<file path="config.mk">
export PLATFORM = sky130hd
export DESIGN_NAME = display_sequencer
export DESIGN_NICKNAME = d
export VERILOG_FILES = /design/src/rtl/display_sequencer_pkg.sv /design/src/rtl/display_sequencer_seg7_scan.sv /design/src/rtl/display_sequencer.sv
export SDC_FILE = /design/constraint.sdc
export NUM_CORES = 1
export LEC_CHECK = 0
export CAP_MARGIN = 20
export CORE_AREA = 4 4 162 164
export CTS_CLUSTER_SIZE = 25
export DETAILED_ROUTE_END_ITERATION = 8
export DIE_AREA = 0 0 166 168
export SLEW_MARGIN = 20
export SYNTH_ARGS = -nofsm -noshare
export SYNTH_HDL_FRONTEND = slang
export SYNTH_SLANG_ARGS = --single-unit
</file>
<file path="constraint.sdc">
create_clock -name clk -period 2.06 [get_ports clk]
set_input_delay 0.412 -clock clk [delete_from_list [all_inputs] [get_ports clk]]
set_output_delay 0.412 -clock clk [all_outputs]
set_load 0.02 [all_outputs]
</file>
<file path="src/rtl/display_sequencer_pkg.sv">
// Shared types for the display sequencer: FSM encoding, controller state names,
// and the hex-to-7-segment table (active-low {g,f,e,d,c,b,a}).
package display_sequencer_pkg;

  typedef enum logic [1:0] {ST_IDLE, ST_SHOW, ST_FINISH} disp_state_e;

  // Controller-side state flags; this block only sees the display flag as a level.
  typedef enum logic [1:0] {CTRL_IDLE, CTRL_LOAD, CTRL_COMPUTE, CTRL_DISPLAY} ctrl_state_e;

  localparam logic [6:0] SEG_BLANK = 7'h7F;
  localparam logic [3:0] AN_OFF    = 4'hF;

  // Entry [n] is the pattern for hex digit n.
  localparam logic [15:0][6:0] HEX_SEG = {
    7'h0E, 7'h06, 7'h21, 7'h46, 7'h03, 7'h08, 7'h10, 7'h00,
    7'h78, 7'h02, 7'h12, 7'h19, 7'h30, 7'h24, 7'h79, 7'h40
  };

  function automatic logic [6:0] hex_to_seg(input logic [3:0] h);
    return HEX_SEG[h];
  endfunction

endpackage

</file>
<file path="src/rtl/display_sequencer_seg7_scan.sv">
// Multiplexed 4-digit 7-seg driver: walks the anodes while disp_valid is high,
// otherwise blanks the display and parks the scan at digit 0.
module display_sequencer_seg7_scan
  import display_sequencer_pkg::*;
#(
  parameter int DATA_W      = 16,
  parameter int SCAN_CYCLES = 50000
) (
  input  logic              clk,
  input  logic              reset,
  input  logic [DATA_W-1:0] disp_data,
  input  logic              disp_valid,
  output logic [6:0]        seg,
  output logic [3:0]        an
);
  localparam int SW = (SCAN_CYCLES > 1) ? $clog2(SCAN_CYCLES) : 1;

  logic [SW-1:0] scan_cnt_q, scan_cnt_d;
  logic [1:0]    idx_q, idx_d;
  logic [6:0]    seg_q, seg_d;
  logic [3:0]    an_q, an_d;

  always_comb begin
    scan_cnt_d = scan_cnt_q;
    idx_d      = idx_q;
    seg_d      = SEG_BLANK;
    an_d       = AN_OFF;
    if (disp_valid) begin
      an_d  = ~(4'b0001 << idx_q);
      seg_d = hex_to_seg(disp_data[{idx_q, 2'b00} +: 4]);
      if (scan_cnt_q == SW'(SCAN_CYCLES - 1)) begin
        scan_cnt_d = '0;
        idx_d      = idx_q + 2'd1;
      end else begin
        scan_cnt_d = scan_cnt_q + SW'(1);
      end
    end else begin
      scan_cnt_d = '0;
      idx_d      = '0;
    end
  end

  always_ff @(posedge clk) begin
    if (reset) begin
      scan_cnt_q <= '0;
      idx_q      <= '0;
      seg_q      <= SEG_BLANK;
      an_q       <= AN_OFF;
    end else begin
      scan_cnt_q <= scan_cnt_d;
      idx_q      <= idx_d;
      seg_q      <= seg_d;
      an_q       <= an_d;
    end
  end

  assign seg = seg_q;
  assign an  = an_q;

endmodule

</file>
<file path="src/rtl/display_sequencer.sv">
// Pages through the SA result buffer while the controller is in its display state,
// auto-advancing on a hold timer or on a next_btn rising edge, then reports done.
module display_sequencer
  import display_sequencer_pkg::*;
#(
  parameter int NUM_PAGES   = 4,
  parameter int DATA_W      = 16,
  parameter int HOLD_CYCLES = 50000000,
  parameter int SCAN_CYCLES = 50000
) (
  input  logic              clk,
  input  logic              reset,
  input  logic              state_display,
  input  logic              result_wr_en,
  input  logic [1:0]        result_wr_addr,
  input  logic [DATA_W-1:0] result_wr_data,
  input  logic              next_btn,
  output logic [2:0]        current_display,
  output logic [DATA_W-1:0] disp_data,
  output logic              disp_valid,
  output logic [6:0]        seg,
  output logic [3:0]        an
);
  localparam int PW = (NUM_PAGES > 1) ? $clog2(NUM_PAGES) : 1;
  localparam int HW = $clog2(HOLD_CYCLES);

  disp_state_e       state_q, state_d;
  logic [PW-1:0]     page_q, page_d;
  logic [HW-1:0]     hold_q, hold_d;
  logic              btn_prev_q;
  logic [DATA_W-1:0] pbuf_q [NUM_PAGES];
  logic [DATA_W-1:0] pbuf_d [NUM_PAGES];
  logic [2:0]        cur_q, cur_d;
  logic              vld_q, vld_d;
  logic [DATA_W-1:0] data_q, data_d;
  logic              btn_rise, advance;

  assign btn_rise = next_btn & ~btn_prev_q;
  assign advance  = (hold_q == HW'(HOLD_CYCLES - 1)) | btn_rise;

  always_comb begin
    state_d = state_q;
    page_d  = page_q;
    hold_d  = hold_q;
    pbuf_d  = pbuf_q;
    case (state_q)
      ST_IDLE: if (state_display) begin
        state_d = ST_SHOW;
        page_d  = '0;
        hold_d  = '0;
      end
      ST_SHOW: begin
        // Losing the display flag aborts regardless of a pending advance.
        if (!state_display) begin
          state_d = ST_IDLE;
          page_d  = '0;
          hold_d  = '0;
        end else if (advance) begin
          hold_d = '0;
          if (page_q == PW'(NUM_PAGES - 1)) begin
            state_d = ST_FINISH;
            page_d  = '0;
          end else begin
            page_d = page_q + PW'(1);
          end
        end else begin
          hold_d = hold_q + HW'(1);
        end
      end
      ST_FINISH: state_d = ST_IDLE;
      default:   state_d = ST_IDLE;
    endcase

    if (result_wr_en && (int'(result_wr_addr) < NUM_PAGES))
      pbuf_d[result_wr_addr] = result_wr_data;

    // Outputs trail the state by one register stage.
    cur_d  = (state_q == ST_SHOW)   ? 3'(page_q) :
             (state_q == ST_FINISH) ? 3'(NUM_PAGES) : 3'd0;
    vld_d  = (state_q == ST_SHOW);
    data_d = pbuf_q[page_q];
  end

  always_ff @(posedge clk) begin
    if (reset) begin
      state_q    <= ST_IDLE;
      page_q     <= '0;
      hold_q     <= '0;
      btn_prev_q <= 1'b0;
      for (int i = 0; i < NUM_PAGES; i++) pbuf_q[i] <= '0;
      cur_q      <= '0;
      vld_q      <= 1'b0;
      data_q     <= '0;
    end else begin
      state_q    <= state_d;
      page_q     <= page_d;
      hold_q     <= hold_d;
      btn_prev_q <= next_btn;
      pbuf_q     <= pbuf_d;
      cur_q      <= cur_d;
      vld_q      <= vld_d;
      data_q     <= data_d;
    end
  end

  assign current_display = cur_q;
  assign disp_valid      = vld_q;
  assign disp_data       = data_q;

  display_sequencer_seg7_scan #(.DATA_W(DATA_W), .SCAN_CYCLES(SCAN_CYCLES)) u_scan (
    .clk        (clk),
    .reset      (reset),
    .disp_data  (data_q),
    .disp_valid (vld_q),
    .seg        (seg),
    .an         (an)
  );

endmodule

</file>
Word level (Yosys, flattened, before mapping)
Memories as Yosys holds them, arrays and structs flattened. A register that Yosys moved wholly into a read port is not among the register bits. Index checks and enable logic that the tools add are counted. W data, S select, Z words.

Reduce and logical (&&, ||, !) cells: 9. Mux-type cells: 22. Bitwise operators: 7. $lt $le $gt $ge: 3. Shifts and indexed selects: 2. Eq/ne operators: 8. Add/subtract/negate cells: 4.

Operators with widths (number): $mux W26 (3); $bwmux W64 (1); $pmux W26 S2 (1); $mux W16 (3); $bmux W16 S2 (1); $demux W16 S2 (1); $add A26 B1 Y26 const B (1); $eq A26 B26 Y1 const B (1); $mux W2 (9); $add A16 B1 Y16 const B (1); $eq A16 B16 Y1 const B (1); $shiftx A16 B5 Y4 (1); $pmux W2 S2 (2); $ge A3 B3 Y1 const B (2); $ne A3 B2 Y1 const B (2); $not A2 Y3 (2); $reduce_and A3 Y1 (2); $add A2 B1 Y2 const B (2); $eq A2 B2 Y1 const B (2); $not A4 Y4 (1); $reduce_or A2 Y1 (2); $shl A1 B2 Y4 const A (1); $lt A3 B1 Y1 const B (1); $mux W3 (1); 10 further kinds (11).

Memories: 1. ROM bits: 112. Bits of input ports: 23. Word-level logic and storage cells: 71. Register bits: 137.

Memory list: (name not given) (depth 16, bits a word 7, rd ports 1, clocked after Yosys merged registers in 1, write ports 0, line display_sequencer_pkg.sv:20) `return HEX_SEG[h];`.

Logic depth before layout (Yosys ltp)
Word-level depth: 6. Mapped depth: 7. Depth with buffers taken out: 6.

By module
Synthesis repeated with hierarchy kept, for this count alone.

Cell total of the unflattened synthesis: 658. Area total of the unflattened synthesis: 6123.4 um2.

Modules (own cells, without submodules): display_sequencer (times used 1, sequential area each 2302.2 um2, area an instance 4642.0 um2, cells an instance 508); display_sequencer_seg7_scan (times used 1, sequential area each 580.6 um2, area an instance 1481.4 um2, cells an instance 150).

Least setup slack after synthesis
No wires, ideal clock.

Kind: reg-to-reg. From: register u_scan.idx_q[0]. To: register u_scan.seg_q[3], in the netlist u_scan.seg[3]. Setup slack: -0.027 ns. Cell stages (with the launch flop): 8. Data required time: 1.932 ns. Arrival time: 1.959 ns. Path through: dfxtp_1 buf_2 mux4_2 inv_1 ha_1 inv_1 mux4_2 nand2b_1.

Cells in the longest elaborated chain, start to end: 1.

Ends and longest elaborated chain: from (decl) (line display_sequencer_seg7_scan.sv:19) `logic [1:0] idx_q, idx_d;`; from (signal assigned) (line display_sequencer_seg7_scan.sv:51) `idx_q <= idx_d;`; $shiftx A16 B5 Y4 (line display_sequencer_seg7_scan.sv:30) `seg_d = hex_to_seg(disp_data[{idx_q, 2'b00} +: 4]);`; to (decl) (line display_sequencer_seg7_scan.sv:20) `logic [6:0] seg_q, seg_d;`.

Every way passes these cells. A chain may end at the register's enable or synchronous reset.

Worst setup path in the final report
Same ends and word-level chain as after synthesis.

==> results_dict.tcl <==
set metrics [dict create \
    vias_per_cell 4.326 \
    synth.cell_area_um2 6091 \
    skew_ns 0.006360 \
    vias 4655 \
    grt_setup_unrepaired "false" \
    setup_viol 0 \
    synth.ff_latch_count 144 \
    cts_htree_levels 4 \
    synth-edff-count 0 \
    clock_power_share 0.461 \
    timing.slew.headroom 0.7378 \
    p_comb_frac 0.057 \
    critPathRequiredTime_ns 2.35 \
    post_cts_setup_buffer_count 0 \
    grt_pass1_wl_um 23650 \
    ios 54 \
    critical_path_peak_fanout 6 \
    setup_total_negative_slack_ns 0 \
    p_seq_frac 0.481 \
    leakage_nw 2.576 \
    drtPass1Iterations 4 \
    drt_first_iter_violations 278 \
    average_wire_length_per_cell_after_detail_routing_um 13.56 \
    power_switching_mw 1.328 \
    slew_at_the_pin_with_the_worst_max_slew_slack_ns 0.3924 \
    multiInputGateArea_um2 2975 \
    internal-power_mw 4.637 \
    status "finished, final reports clean" \
    clk_latency_ns 0.41 \
    floorplan.core_area_um2 24890 \
    flow.area_growth_from_synthesis_pct 27.20 \
    routabilityCongestion 0.7635 \
    drc_errors 0 \
    routed_wirelength_um 14590 \
    synth_sequential_area_ratio 0.4733 \
    numCtsBuffers 17 \
    die_h_um 168 \
    worstSetupStartpointType "flop" \
    hold_path_depth 2 \
    crit_slowest_cell "sky130_fd_sc_hd__mux4_2" \
    drive_gt1_frac 0.1394 \
    port_buffer_count 53 \
    globalRouteOverflowTotal 0 \
    critPathArrivalTime_ns 2.25 \
    most_common_cell_type_on_the_critical_path "sky130_fd_sc_hd__mux4_2" \
    cts.path.max_buffers 2 \
    globalRouteTotalUtil 0.1049 \
    insertedDiodeCount 0 \
    worstPathCellList "mux4_2 > inv_2 > ha_1 > inv_1 > mux4_2 > nand2b_1" \
    r2r_slack_ns 0.10 \
    initial_core_util 0.2447 \
    period_share 0.9506 \
    cts_hold_buf 0 \
    pin_count_of_the_biggest_net_entering_global_routing 85 \
    timing.final.max_slew_violations 0 \
    yosys_most_used_dff "sky130_fd_sc_hd__dfxtp_1" \
    crit_path_end_kind "flop" \
    die_w_um 166 \
    clk_transition_reported_paths_ns 0.06 \
    critical_path_s_largest_stage_delay_ns 0.59 \
    cts.sink_count 144 \
    design.final.nets 772 \
    die_area_um2 27890 \
    final.fill_count 2578 \
    mappedNetlistNets 704 \
    synth_async_sr_flop_share 0 \
    post-route-min-period_ns 1.958 \
    timing_hold_violations_final 0 \
    power.switching_fraction 0.2227 \
    cellPowerDensity_nw_per_um2 769.9 \
    ctsRootBufferMaster "sky130_fd_sc_hd__clkbuf_16" \
    total_power_mw 5.965 \
    number_of_antenna_violations_at_the_first_check_in_global_routing 0 \
    ff2ff_path_depth 6 \
    tritoncts "yes" \
    postSynthAreaPerCell_um2 9.118 \
    netlist-cell-type-count 52 \
    remaining_antenna_violation_count 0 \
    max-cap-violations 0 \
    timing.hold.worst.class "in -> reg" \
    vdd_drop_max_mv 0.4714 \
    post_synth_inst_count 668 \
    max_freq_mhz 510.7 \
    dp_hpwl_um 9881 \
    yosysWarningCount 0 \
    first_global_vias 4507 \
    seqCellArea_um2 2884 \
    timing.setup.critical_path_class "reg -> reg" \
    num_rows 58 \
]
metrics by stage:
stage | worst slack, ns | cell area (um2) | util | cells | hold WS, ns
floorplan | 0.01762 | 6093 | - | 668 | 0.4264
global placement | 0.05054 | 7219 | 0.2900 | 1047 | 0.4385
detailed placement | 0.01675 | 7219 | 0.2900 | 1047 | 0.4461
CTS | 0.06320 | 7744 | 0.3111 | 1076 | 0.2752
global route | 0.02419 | 7747 | 0.3113 | 1076 | 0.3103
finish | 0.1018 | 7747 | 0.3113 | 1076 | 0.2880
cell usage in the layout (no fill, tap or decap), types with 4 or more instances in the layout:
| cell | Yosys | final |
|---|---|---|
| sky130_fd_sc_hd__nor3_1 | 15 | 15 |
| sky130_fd_sc_hd__xor2_1 | 11 | 11 |
| sky130_fd_sc_hd__buf_12 | 0 | 8 |
| sky130_fd_sc_hd__nor3b_1 | 5 | 4 |
| sky130_fd_sc_hd__nand3_1 | 10 | 10 |
| sky130_fd_sc_hd__clkbuf_8 | 0 | 4 |
| sky130_fd_sc_hd__nor2b_1 | 23 | 23 |
| sky130_fd_sc_hd__inv_1 | 17 | 16 |
| sky130_fd_sc_hd__nor2_1 | 52 | 52 |
| sky130_fd_sc_hd__clkinv_2 | 0 | 4 |
| sky130_fd_sc_hd__xnor2_1 | 28 | 28 |
| sky130_fd_sc_hd__clkdlybuf4s50_1 | 0 | 52 |
| sky130_fd_sc_hd__buf_4 | 1 | 27 |
| sky130_fd_sc_hd__ha_1 | 13 | 13 |
| sky130_fd_sc_hd__nand4_1 | 8 | 8 |
| sky130_fd_sc_hd__o21ai_0 | 6 | 6 |
| sky130_fd_sc_hd__dfxtp_1 | 144 | 143 |
| sky130_fd_sc_hd__and2_1 | 4 | 4 |
| sky130_fd_sc_hd__clkbuf_16 | 0 | 17 |
| sky130_fd_sc_hd__nand2_1 | 154 | 154 |
| sky130_fd_sc_hd__mux4_2 | 21 | 21 |
| sky130_fd_sc_hd__a21oi_1 | 67 | 67 |
worst max-delay path, delay by kind of cell, from the launching register on:
kind	cells	cell delay, ns
multiplexers	2	1.02
flip-flops	1	0.37
buffers and inverters	2	0.15
adder cells (fa/ha/maj)	1	0.15
AND/OR/NAND/NOR	1	0.15
cell type report:
class,instances,share of cell area
Multi-Input combinational cell,468,0.3840
Sequential cell,144,0.3723
Timing Repair Buffer,88,0.1147
Clock buffer,23,0.06298
Tap cell,330,0.05329
Inverter,17,0.008236
Clock inverter,6,0.004522
repair_timing:
action	4_1_cts	5_1_grt
pin swaps	0	0
gates cloned	0	0
gates resized for setup	1	2
setup endpoints to repair	1	3
state kept, by name, indices dropped and copies added (netlist names):
signal,count
hold_q,26
u_scan.an,4
btn_prev_q,1
current_display,3
disp_valid,1
state_q,2
pbuf_q,64
u_scan.seg,7
disp_data,16
u_scan.scan_cnt_q,16
page_q,2
u_scan.idx_q,2
power groups by stage:
stage	combinational, mW	clock [mW]	sequential [mW]
after CTS	0.346	2.82	2.87
after global routing	0.377	2.94	2.88
after detailed placement	0.345	0	2.93
after global placement	0.343	0	2.93
final	0.342	2.75	2.87
after floorplan	0.174	0	2.93
per-layer routing:
metal  global-route usage  vias up  wire length, um  share of wire
met5                    0        -                0              0
met1               0.1375     2171             6614           0.45
li1                     -     2374                -              -
met2               0.1703       95             6957           0.48
met4              0.03192        0              164          0.011
met3              0.02771       15              857          0.059
cell families after synthesis:
kind of cell             share of synthesized area
flip-flops                                  0.4733
multiplexers                               0.08463
buffers and inverters                      0.03965
AND/OR/NAND/NOR                             0.2414
AO/OA/AOI/OAI                              0.07827
XOR/XNOR                                   0.05608
adder cells (fa/ha/maj)                    0.02671
final timing paths:
check	start	end
setup / recovery	u_scan.idx_q[0]$_SDFFE_PP0P_	u_scan.seg[3]$_SDFF_PP1_
hold / removal	reset	disp_valid$_SDFF_PP0_
setup reg to reg	u_scan.idx_q[0]$_SDFFE_PP0P_	u_scan.seg[3]$_SDFF_PP1_
hold reg to reg	pbuf_q[43]$_SDFFE_PP0P_	pbuf_q[43]$_SDFFE_PP0P_
cells in the mapped netlist (10+ instances only):
| cell type | number | share of area |
|---|---|---|
| sky130_fd_sc_hd__inv_1 | 17 | 0.010 |
| sky130_fd_sc_hd__nand3_1 | 10 | 0.0082 |
| sky130_fd_sc_hd__ha_1 | 13 | 0.027 |
| sky130_fd_sc_hd__nor2_1 | 52 | 0.032 |
| sky130_fd_sc_hd__nor2b_1 | 23 | 0.024 |
| sky130_fd_sc_hd__mux4_2 | 21 | 0.078 |
| sky130_fd_sc_hd__nand2_1 | 154 | 0.095 |
| sky130_fd_sc_hd__dfxtp_1 | 144 | 0.47 |
| sky130_fd_sc_hd__clkbuf_1 | 27 | 0.017 |
| sky130_fd_sc_hd__xor2_1 | 11 | 0.016 |
| sky130_fd_sc_hd__nor3_1 | 15 | 0.012 |
| sky130_fd_sc_hd__xnor2_1 | 28 | 0.040 |
| sky130_fd_sc_hd__a21oi_1 | 67 | 0.055 |
Power figures use the tool's default switching activity.
